==> config.mk <==
export PLATFORM = sky130hd
export DESIGN_NAME = fetch_queue
export DESIGN_NICKNAME = d
export VERILOG_FILES = /design/src/rtl/fetch_queue.sv
export SDC_FILE = /design/constraint.sdc
export NUM_CORES = 1
export LEC_CHECK = 0
export ABC_AREA = 1
export BUFFER_PORTS_ARGS = -buffer_cell sky130_fd_sc_hd__buf_2
export CAP_MARGIN = 5
export CORE_MARGIN = 10
export CORE_UTILIZATION = 59
export DETAILED_ROUTE_END_ITERATION = 7
export PLACE_DENSITY = 0.89
export REMOVE_ABC_BUFFERS = 1
export SKIP_CTS_REPAIR_TIMING = 1
export SLEW_MARGIN = 20
export SYNTH_ARGS = -nofsm -noshare
export SYNTH_HDL_FRONTEND = slang
export SYNTH_SLANG_ARGS = --single-unit
==> constraint.sdc <==
create_clock -name clk -period 2.81 [get_ports clk]
set_clock_uncertainty 0.2 [all_clocks]
set_input_delay 0.281 -clock clk [delete_from_list [all_inputs] [get_ports clk]]
set_output_delay 0.281 -clock clk [all_outputs]
set_load 0.005 [all_outputs]
==> src/rtl/fetch_queue.sv <==
// Instruction fetch queue between fetch and decode.
// Circular buffer of {instr, pc} with flush and async active-low reset.
module fetch_queue #(
  parameter int DEPTH = 4,
  parameter int AW    = 2
) (
  input  logic          clk,
  input  logic          reset,
  input  logic          enq_valid_F,
  input  logic [31:0]   enq_instr_F,
  input  logic [63:0]   enq_pc_F,
  output logic          enq_ready_F,
  output logic          deq_valid_D,
  output logic [31:0]   deq_instr_D,
  output logic [63:0]   deq_pc_D,
  input  logic          deq_ready_D,
  input  logic          flush,
  output logic [AW:0]   count
);

  typedef struct packed {
    logic [31:0] instr;
    logic [63:0] pc;
  } fq_entry_t;

  fq_entry_t     mem [DEPTH];
  fq_entry_t     head;
  logic [AW-1:0] rd_ptr;
  logic [AW-1:0] wr_ptr;
  logic          do_enq;
  logic          do_deq;

  assign enq_ready_F = (count != (AW+1)'(DEPTH));
  assign deq_valid_D = (count != '0);

  assign do_enq = enq_valid_F && enq_ready_F && !flush;
  assign do_deq = deq_valid_D && deq_ready_D && !flush;

  assign head        = mem[rd_ptr];
  assign deq_instr_D = deq_valid_D ? head.instr : '0;
  assign deq_pc_D    = deq_valid_D ? head.pc    : '0;

  always_ff @(posedge clk or negedge reset) begin
    if (!reset) begin
      for (int i = 0; i < DEPTH; i++) begin
        mem[i] <= '0;
      end
    end else if (do_enq) begin
      mem[wr_ptr] <= '{instr: enq_instr_F, pc: enq_pc_F};
    end
  end

  // Flush clears only pointers and count; storage is left as is.
  always_ff @(posedge clk or negedge reset) begin
    if (!reset) begin
      rd_ptr <= '0;
      wr_ptr <= '0;
      count  <= '0;
    end else if (flush) begin
      rd_ptr <= '0;
      wr_ptr <= '0;
      count  <= '0;
    end else begin
      if (do_enq) begin
        wr_ptr <= wr_ptr + AW'(1);
      end
      if (do_deq) begin
        rd_ptr <= rd_ptr + AW'(1);
      end
      unique case ({do_enq, do_deq})
        2'b10:   count <= count + (AW+1)'(1);
        2'b01:   count <= count - (AW+1)'(1);
        default: count <= count;
      endcase
    end
  end

endmodule

==> results by group <==
Setup path
  – Worst reg2reg startpoint: count[0]
  – Worst Setup Start Kind: register
  – CP arrival: 2.27 ns
  – Required @ worst endpoint: 2.33 ns
  – CP endpoint kind: primary output
  – Largest stage delay, worst path: about 0.52 ns
  – Crit path kind: register to primary output
  – CP Max Fanout: 52
  – Flop-to-flop setup slack: approximately 0.53 ns
  – Worst-path cell chain: inv_4, buf_12, o21ai_0, a21oi_1, buf_2
  – Worst Reg-to-Reg Cells: 8
  – R2R Path End: mem[200]
  – Critical-path top delay cell: dfrtp_4

Logic synthesis
  – Synthesized area per cell: 8.78 um2
  – Count of state elements after synthesis: 391
  – Synth async-reset ratio: 100%
  – Seq/Total Area, Yosys: a little over half
  – Post-Syn Instances: approximately 2100
  – Yosys warns: 0
  – Dominant cell type by area after synthesis: dfrtp_1
  – Post-synth EDFFs: 0
  – Syn Std Cell Area: 18800 um2
  – Library cells used by synthesis: 24
  – Area contributors post-synth: dfrtp_1 52%, o21ai_2 9.6%, nand2_1 8.0%
  – Most used DFF post-synth: dfrtp_1
  – Post-synth top area share: 52.1%
  – Synth top cells by count: 402 x nand2_1, 391 x dfrtp_1, 386 x nor2_1
  – Most numerous cell in the Yosys netlist: nand2_1

STA
  – Final hold slack: -0.0186 ns
  – Setup TNS: 0 ns
  – Fin. max-slew vios: 0
  – Relative slew slack: 54.4%
  – Final Hold Fails: 2
  – Final Cycle Share: 97.8%
  – Tmin final: ~2.7 ns
  – RSZ-0062 raised after global routing: false
  – Worst slew pin tran: 0.684 ns
  – Setup Viol. Count Final: 0
  – Max Freq: 364 MHz

Die
  – Chip Width: slightly below 200 um
  – Initial Util: 59.7%
  – Num rows: between 60 and 70
  – Core ar.: 31500 um2
  – Die height: 198 um
  – Io pins: 202
  – Area of the die: ~40000 um2

GRT
  – Grt total ovfl: 0
  – Vias in the first global route: approximately 16000
  – First-pass GRT wire length: 78100 um
  – Largest net degree at the start of global routing: between 70 and 80
  – GRT Overall Usage: 24.0%
  – Initial antenna violation count: 1

Min path
  – Min-Delay Path Class: primary input to register
  – Hold Crit Endpoint: wr_ptr[0]
  – Worst hold path startpoint: enq_valid_F
  – Hold Crit Depth: 4

Route
  – DRC violations left: 0
  – Vias: 16100
  – 1st-iter DRT viols: 1545
  – Post-DR vias/cell: approximately 5.8
  – Drt total wl: 51400 um
  – TritonRoute pass-1 iters: 7
  – Routed Antenna Nets: 0
  – DR WL/cell: 18.4 um

Power
  – PwrDens: 1090 nW/um2
  – Static Leak: 10.7 nW
  – Worst IR drop on VDD: about 0.00071 V

Finish
  – Layout area overhead: 17.2%
  – Layout cell share with drive strength beyond 1: 22.0%
  – Fin nets: around 2500

Placed design
  – Post-detail-place hpwl: 29400 um
  – I/O Buffers: 201
  – GP Congestion: ~0.83

CTS
  – CTS buffer count: 41
  – Clk_lat worst skew: approximately 0.52 ns
  – H-tree depth: 2
  – Clock slew at reported path FFs: 0.06 ns
  – Root buf cell: clkbuf_16
  – CTS tree: done
  – CTS Sinks: 391
  – Clk buf depth: 3

Status
  – Status: complete, but fails checks
  – Violated checks: hold timing

Flow run
  – Total of max-cap violations: 0
stage by stage:
| step | std cells | power, mW | area (um2) | utilization, % | setup slack (ns) |
|---|---|---|---|---|---|
| final | 2794 | 23.9 | 22000 | 70.0 | 0.0630 |
| after global placement | 2629 | 17.6 | 19700 | 62.6 | 0.579 |
| after floorplan | 1981 | 14.8 | 17500 | - | -3.51 |
| after detailed placement | 2629 | 18.1 | 19700 | 62.6 | 0.537 |
| after global routing | 2794 | 25.5 | 22000 | 70.0 | 0.0150 |
| after CTS | 2695 | 23.6 | 21000 | 66.8 | -0.0491 |
sequential cells by signal, indices dropped and copies added, names as in the netlist:
| name | flops |
|---|---|
| count | 3 |
| wr_ptr | 2 |
| rd_ptr | 2 |
| mem | 384 |
critical path: cells and delay by family (launching register included):
family / cells / cell delay, ns
buffers and inverters: 3 / 0.75
DFF: 1 / 0.52
AOI/OAI and AO/OA: 2 / 0.46
kinds of logic (layout without fill, tap and decap cells):
kind of cell               Yosys count  count (layout)  synth area share (%)
other                                0               1                     0
xor gates and xnor gates             1               1                0.0466
AOI/OAI and AO/OA                  679             679                  22.2
DFF                                391             391                  52.1
and+or+nand+nor                    799             799                  16.3
adders and majority gates            5               5                 0.373
buffers and inverters              264             516                  8.90
final cells by class:
class                   instances  area (um2)
multi-input cells            1484        7360
repair buffers                344        2630
clock buffers                  58        1230
flip-flops and latches        391        9790
fillers                      2198        9460
inverters                     106         404
diodes                          1        2.50
clock inverters                 8        93.8
well taps                     402         503
report_power, final:
part | total (mW) | switching, mW | internal [mW]
registers | 9.45 | 1.37 | 8.07
clock network | 5.40 | 2.19 | 3.21
logic | 9.05 | 5.51 | 3.54
total | 23.9 | 9.08 | 14.8
routing by layer:
| layer | part of all wire [%] | global-route usage (%) | vias to the layer above |
|---|---|---|---|
| met5 | 0 | 0 | - |
| met4 | 2.7 | 8.28 | 0 |
| met3 | 7.6 | 4.38 | 135 |
| met2 | 50 | 40.3 | 775 |
| met1 | 40 | 30.8 | 7798 |
| li1 | - | - | 7428 |
cells in the final DEF (no fill, tap or decap), types with 43 or more instances in the layout:
cell type / n
dlygate4sd3_1: 98
o21ai_2: 206
clkbuf_16: 43
o21ai_0: 236
nor2_1: 386
inv_1: 103
dfrtp_1: 389
buf_2: 200
o21ai_1: 138
nand2_1: 402
a21oi_1: 98
worst max path at each step:
stage | from | endpoint | slack (ns) | depth (start not counted)
detailed placement | count[1] | deq_instr_D[10] | 0.54 | 6
CTS | count[0] | deq_instr_D[10] | -0.05 | 6
global placement | count[1] | deq_instr_D[21] | 0.58 | 6
floorplan | rd_ptr[0] | deq_pc_D[60] | -3.51 | 3
finish | rd_ptr[0] | deq_instr_D[10] | 0.06 | 5
global route | rd_ptr[0] | deq_instr_D[10] | 0.01 | 5
(Power assumes the default switching activity.)
